### src/rtl/dom_pkg.sv
// Shared helpers for domain-oriented masking gadgets: randomness sizing and
// the mapping from an unordered share pair (i,j) to its random word index.
package dom_pkg;

    localparam int DOM_MIN_SHARES = 2;
    localparam int DOM_MAX_SHARES = 8;

    function automatic int nrand(input int n);
        return (n * (n - 1)) / 2;
    endfunction

    // Caller guarantees i < j; pairs are enumerated row by row.
    function automatic int pair_idx(input int i, input int j, input int n);
        return (i * n) - ((i * (i + 1)) / 2) + (j - i - 1);
    endfunction

endpackage

### src/rtl/pipe_stage.sv
// One valid/ready register stage: holds its data while the successor stalls,
// and loads a new word in the same cycle the current one drains.
module pipe_stage #(
    parameter int DW = 1
) (
    input  logic          clk,
    input  logic          rst,
    input  logic          in_valid,
    output logic          in_ready,
    input  logic [DW-1:0] in_data,
    output logic          out_valid,
    input  logic          out_ready,
    output logic [DW-1:0] out_data
);

    logic          valid_q;
    logic          valid_d;
    logic [DW-1:0] data_q;
    logic [DW-1:0] data_d;

    assign in_ready  = !valid_q || out_ready;
    assign out_valid = valid_q;
    assign out_data  = data_q;

    // Next-state: data only changes on an actual load, so a stalled word never moves.
    always_comb begin
        valid_d = valid_q;
        data_d  = data_q;
        if (in_ready) begin
            valid_d = in_valid;
        end else begin
            valid_d = valid_q;
        end
        if (in_ready && in_valid) begin
            data_d = in_data;
        end else begin
            data_d = data_q;
        end
    end

    // Stage registers, cleared asynchronously.
    always_ff @(posedge clk or posedge rst) begin
        if (rst) begin
            valid_q <= 1'b0;
            data_q  <= {DW{1'b0}};
        end else begin
            valid_q <= valid_d;
            data_q  <= data_d;
        end
    end

endmodule

### src/rtl/dom_and_pipe.sv
// Two-stage DOM masked AND: stage 1 registers every inner and refreshed cross
// product separately, stage 2 compresses each share's row into its output share.
module dom_and_pipe
    import dom_pkg::*;
#(
    parameter  int NSHARES = 3,
    parameter  int WIDTH   = 1,
    localparam int NRAND   = nrand(NSHARES)
) (
    input  logic                       clk,
    input  logic                       rst,
    input  logic                       in_valid,
    output logic                       in_ready,
    input  logic [NSHARES*WIDTH-1:0]   a,
    input  logic [NSHARES*WIDTH-1:0]   b,
    input  logic [NRAND*WIDTH-1:0]     rnd,
    input  logic                       rnd_valid,
    output logic                       rnd_ready,
    output logic                       out_valid,
    input  logic                       out_ready,
    output logic [NSHARES*WIDTH-1:0]   c,
    output logic                       busy
);

    localparam int SW = NSHARES * WIDTH;
    localparam int XW = NSHARES * NSHARES * WIDTH;

    logic [XW-1:0] s1_in_s;
    logic [XW-1:0] s1_out_s;
    logic [SW-1:0] s2_in_s;
    logic          s1_valid_s;
    logic          s1_ready_s;
    logic          s2_ready_s;

    assign in_ready  = s1_ready_s;
    assign rnd_ready = in_valid && rnd_valid && s1_ready_s;
    assign busy      = s1_valid_s || out_valid;

    for (genvar i = 0; i < NSHARES; i++) begin : g_row
        logic [WIDTH-1:0] acc_s;

        // Slot (i,i) holds the inner product; every other slot holds one
        // refreshed cross term, kept in its own register before any mixing.
        for (genvar j = 0; j < NSHARES; j++) begin : g_col
            if (i == j) begin : g_inner
                assign s1_in_s[(i*NSHARES+j)*WIDTH +: WIDTH] =
                    a[i*WIDTH +: WIDTH] & b[i*WIDTH +: WIDTH];
            end else begin : g_cross
                localparam int K = (i < j) ? pair_idx(i, j, NSHARES)
                                           : pair_idx(j, i, NSHARES);
                assign s1_in_s[(i*NSHARES+j)*WIDTH +: WIDTH] =
                    (a[i*WIDTH +: WIDTH] & b[j*WIDTH +: WIDTH]) ^ rnd[K*WIDTH +: WIDTH];
            end
        end

        // Output share i: XOR of its registered row (inner plus all cross terms).
        always_comb begin
            acc_s = {WIDTH{1'b0}};
            for (int jj = 0; jj < NSHARES; jj++) begin
                acc_s = acc_s ^ s1_out_s[(i*NSHARES+jj)*WIDTH +: WIDTH];
            end
        end

        assign s2_in_s[i*WIDTH +: WIDTH] = acc_s;
    end

    pipe_stage #(.DW(XW)) u_s1 (
        .clk       (clk),
        .rst       (rst),
        .in_valid  (in_valid && rnd_valid),
        .in_ready  (s1_ready_s),
        .in_data   (s1_in_s),
        .out_valid (s1_valid_s),
        .out_ready (s2_ready_s),
        .out_data  (s1_out_s)
    );

    pipe_stage #(.DW(SW)) u_s2 (
        .clk       (clk),
        .rst       (rst),
        .in_valid  (s1_valid_s),
        .in_ready  (s2_ready_s),
        .in_data   (s2_in_s),
        .out_valid (out_valid),
        .out_ready (out_ready),
        .out_data  (c)
    );

endmodule

### config.mk
export PLATFORM = sky130hd
export DESIGN_NAME = dom_and_pipe
export DESIGN_NICKNAME = d
export VERILOG_FILES = /design/src/rtl/dom_pkg.sv /design/src/rtl/pipe_stage.sv /design/src/rtl/dom_and_pipe.sv
export SDC_FILE = /design/constraint.sdc
export NUM_CORES = 1
export LEC_CHECK = 0
export CELL_PAD_IN_SITES_DETAIL_PLACEMENT = 1
export CELL_PAD_IN_SITES_GLOBAL_PLACEMENT = 1
export CORE_ASPECT_RATIO = 1.4
export CORE_MARGIN = 2
export CORE_UTILIZATION = 37
export CTS_CLUSTER_SIZE = 14
export DETAILED_ROUTE_END_ITERATION = 8
export PLACE_DENSITY = 0.89
export SLEW_MARGIN = 20
export SYNTH_ARGS = -nofsm -noshare
export SYNTH_HDL_FRONTEND = slang
export SYNTH_SLANG_ARGS = --single-unit
### constraint.sdc
create_clock -name clk -period 2.71 [get_ports clk]
set_input_delay 0.271 -clock clk [delete_from_list [all_inputs] [get_ports clk]]
set_output_delay 0.271 -clock clk [all_outputs]
set_load 0.05 [all_outputs]
**Word-level counts from Yosys, hierarchy flattened**

Index checks and enable logic that the tools add are counted.

- Output and inout port bits: 7
- Flip-flop bits (word level): 14
- Bits of input ports: 14
- Word-level logic and storage cells: 33

- Bitwise operators: 21
- Reduce and logical (&&, ||, !) cells: 8

Operator list:

| kind | number |
|---|---|
| $xor 1x1->1 | 12 |
| $and 1x1->1 | 9 |
| $logic_and 1x1->1 | 3 |
| $logic_or 1x1->1 | 3 |
| $logic_not 1->1 | 2 |

**Logic depth before layout (Yosys ltp)**

- Word-level depth: 4
- Gate-level depth with buffers: 3
- Depth with buffers taken out: 3

**Cells and area by module**

Synthesis repeated with hierarchy kept, for this count alone.

- Cells, all modules: 58
- Area total of the unflattened synthesis: 775.7 um2

Modules (own cells, without submodules):

| module | area each (um2) | times used | sequential area each (um2) | cells each |
|---|---|---|---|---|
| pipe_stage at u_s1 | 429.2 | 1 | 250.2 | 23 |
| pipe_stage at u_s2 | 181.4 | 1 | 100.1 | 11 |
| dom_and_pipe | 165.2 | 1 | 0.0 | 24 |

**Least setup slack after synthesis**

OpenSTA, ideal clock, no wires.

- Path type: register to register
- Start: reg u_s2.valid_q, in the netlist u_s2.out_valid
- End: reg u_s1.data_q[1], in the netlist u_s1.out_data[1]
- Setup time: 0.125 ns
- Path buffers: 0
- Period minus slack after synthesis: 1.783 ns
- Required time: 2.585 ns
- Cell stages (with the launch flop): 4
- Arrival time: 1.658 ns
- Path slack: 0.927 ns
- Cell sequence: dfrtp_1 > nor2b_4 > a21oi_4 > mux2_2

- Cells in the longest elaborated chain, start to end: 4

Ends and longest elaborated chain:

| item | line | RTL |
|---|---|---|
| start: declaration | pipe_stage.sv:16 | `logic valid_q;` |
| start signal: assignment | pipe_stage.sv:47 | `valid_q <= valid_d;` |
| $logic_not 1->1 | pipe_stage.sv:21 | `assign in_ready = !valid_q \|\| out_ready;` |
| $logic_or 1x1->1 (2 in a row) | pipe_stage.sv:21 |  |
| $logic_and 1x1->1 | n/a |  |
| net rnd_ready | dom_and_pipe.sv:18 | `output logic rnd_ready,` |
| end signal: assignment | pipe_stage.sv:45 | `data_q <= {DW{1'b0}};` |
| end signal: assignment | pipe_stage.sv:48 | `data_q <= data_d;` |
| end: declaration | pipe_stage.sv:18 | `logic [DW-1:0] data_q;` |

The timed path passes the listed nets, and every way through them passes these cells.
A chain may end at the register's enable or synchronous reset.

**Worst setup path in the final report**

- Start: in out_ready
- End: out rnd_ready

- Cells in the longest elaborated chain, start to end: 3

Ends and longest elaborated chain:

| item | line | RTL |
|---|---|---|
| start: declaration | dom_and_pipe.sv:20 | `input logic out_ready,` |
| $logic_or 1x1->1 (2 in a row) | pipe_stage.sv:21 |  |
| $logic_and 1x1->1 | dom_and_pipe.sv:36 | `assign rnd_ready = in_valid && rnd_valid && s1_ready_s;` |
| end: declaration | dom_and_pipe.sv:18 |  |

Every way passes these cells.

==> flow_summary.json <==
{
  "status": "complete, no violations",
  "layout_commonest_cell": "clkdlybuf4s50_1",
  "antenna_found_initial": 0,
  "path_clk_slew_ns": 0.08,
  "synthMuxAreaShare": 0.189,
  "slew_violations": 0,
  "ant_nets": 0,
  "finalPower_mw": 0.721,
  "path_class": "input port to output pin",
  "n_fill_cell": 217,
  "critical-path-top-delay-family": "buffers and inverters",
  "cts_max_level": 1,
  "synth_top_family_by_area": "multiplexers",
  "crit_path_cell_trace": "clkdlybuf4s50_1 -> nor2b_4 -> a21oi_4 -> clkdlybuf4s50_1",
  "rr_worst_depth": 4,
  "final.min_clock_period_ns": 2.09,
  "setup_ws_ns": 0.617,
  "fp.dieW_um": 40.6,
  "drive_gt1_frac": 0.205,
  "startpoint_type": "input port",
  "multi_input_area_um2": 330,
  "required_ns": 2.44,
  "synthCells": 59,
  "power.density_mw_per_mm2": 758,
  "cts_tree": "built",
  "syn_avg_cell_area_um2": 11.8,
  "grt_start_max_net_pins": 15,
  "post-place-ws_ns": 0.618,
  "cp.arrival_ns": 1.82,
  "viasPerCell": 4.82,
  "vias": 496,
  "die_h_um": 55.3,
  "cp-startpoint": "out_ready",
  "cts_resized": 0,
  "synthesis.nets": 73,
  "slowest_stage": "clkdlybuf4s50_1",
  "boundaryPins": 21,
  "p_clk_frac": 0.160,
  "ys_types": 10,
  "critPathMaxFanout": 4,
  "fin_cells": 103,
  "power_frac_seq": 0.406,
  "crit_path_end": "rnd_ready",
  "drc": 0,
  "slew_headroom": 0.633,
  "core_mm2": 0.00178,
  "cts_buffer_depth": 2,
  "cp_slowest_stage_delay_ns": 0.83,
  "dpl.hpwl_mm": 1.12,
  "hold_viol": 0,
  "p_int_mw": 0.456,
  "hp-class": "input port to asynchronous set/reset pin",
  "ys_seq_area_frac": 0.504,
  "first_pass_iters": 3,
  "cts_setup_buffers": 0,
  "row_count": 18,
  "timing.rr.start": "u_s2.out_valid",
  "finalSetupViolCount": 0,
  "path_depth": 4,
  "max_clock_freq_ghz": 0.478,
  "clock-sinks": 14,
  "regArea_um2": 350,
  "synth-compound-area-share": 0.0234,
  "holdWs_ns": 0.337,
  "crit_buf_inv": 2,
  "start_util": 0.391,
  "synth_area_um2": 696,
  "rsz0062_at_grt": "no",
  "worst_pin_slew_ns": 0.549,
  "cts_buffers": 3,
  "nets": 99,
  "wl_mm": 1.41,
  "switching_share": 0.368,
  "ir_drop_mv": 0.311,
  "cts_root_buf": "clkbuf_4",
  "leakagePower_nw": 0.400,
  "synth_simple_gate_area_frac": 0.112,
  "reg2reg_slack_ns": 1.34,
  "holdBufCountCts": 0,
  "skew_ns": 0.00325,
  "pwr-share-comb": 0.433,
  "p_switching_mw": 0.265,
  "port_buffers": 20,
  "grt_usage": 0.154,
  "grt_pass1_vias": 575,
  "diodes": 0,
  "drtIter0Drc": 2,
  "area_delta_synth_final_pct": 36.7,
  "synthAdderAreaFrac": 0,
  "dieArea_mm2": 0.00225,
  "grt_remaining_overflow": 0,
  "worstReg2RegEnd": "u_s1.out_data[3]",
  "mostFrequentLayoutCells": "clkdlybuf4s50_1 (20), dfrtp_1 (14), nand2_1 (12), xnor2_1 (12), mux2_2 (9)",
  "crit_path_frequent_cell": "clkdlybuf4s50_1",
  "placed_cells": 100,
  "routedWlPerCell_um": 13.7,
  "synthXorXnorAreaFrac": 0.151,
  "tns_ns": 0,
  "insertion_delay_ns": 0.27,
  "synth_seq_cells": 14,
  "cap_violations": 0,
  "routabilityCongestion": 0.731,
  "ys_warn_count": 0,
  "endpoint_kind": "output pin",
  "grt_pass1_wl_mm": 2.39,
  "finalCritPeriodShare": 0.772
}
## cell usage after synthesis (all sizes together)
cell	instances	area [um^2]
nor2b	1	13.8
mux2i	3	30.0
or2	2	12.5
xnor2	12	105
inv	4	15.0
mux2	9	101
a21oi	1	16.3
nand2b	1	6.26
nand2	12	45.0
dfrtp	14	350
## power groups by stage
stage	clock [mW]	combinational, mW	sequential, mW
floorplan	0	0.126	0.379
global placement	0	0.306	0.293
detailed placement	0	0.315	0.298
CTS	0.120	0.317	0.294
global route	0.125	0.333	0.302
finish	0.115	0.312	0.293
## kinds of logic after synthesis
| family | Yosys count |
|---|---|
| flip-flops | 14 |
| AND/OR/NAND/NOR | 16 |
| XOR/XNOR | 12 |
| buffers and inverters | 4 |
| multiplexers | 12 |
| AO/OA/AOI/OAI | 1 |
## flip-flops by register name, indices dropped and copies added (netlist names)
| register | flops |
|---|---|
| u_s1.out_data | 9 |
| u_s1.out_valid | 1 |
| u_s2.out_data | 3 |
| u_s2.out_valid | 1 |
## layer usage
layer / up-vias / GRT usage / routed length [um]
li1: 236 / - / -
met1: 243 / 0.155 / 530
met2: 15 / 0.283 / 814
met3: 2 / 0.0241 / 53
met4: 0 / 0.0571 / 13
met5: - / 0 / 0
## worst min-delay path by stage
stage,from,endpoint,slack [ns],cells after the start
finish,rst,u_s2.out_data[0],0.34,2
floorplan,rst,u_s1.out_data[0],0.16,1
global route,rst,u_s2.out_data[0],0.42,2
detailed placement,u_s2.out_data[2],u_s2.out_data[2],0.50,1
CTS,rst,u_s2.out_data[0],0.36,2
global placement,u_s2.out_data[1],u_s2.out_data[1],0.49,1
## through the flow
| step | utilization | cell area, um^2 |
|---|---|---|
| floorplan | - | 696 |
| global placement | 0.522 | 928 |
| detailed placement | 0.522 | 928 |
| CTS | 0.534 | 951 |
| global route | 0.534 | 951 |
| finish | 0.534 | 951 |
## area by class of cell
cell class / instances / share of cell area
Sequential cell: 14 / 0.368
Multi-Input combinational cell: 41 / 0.347
Timing Repair Buffer: 21 / 0.218
Tap cell: 20 / 0.0263
Clock buffer: 3 / 0.0237
Inverter: 4 / 0.0158
Power figures use the tool's default switching activity.
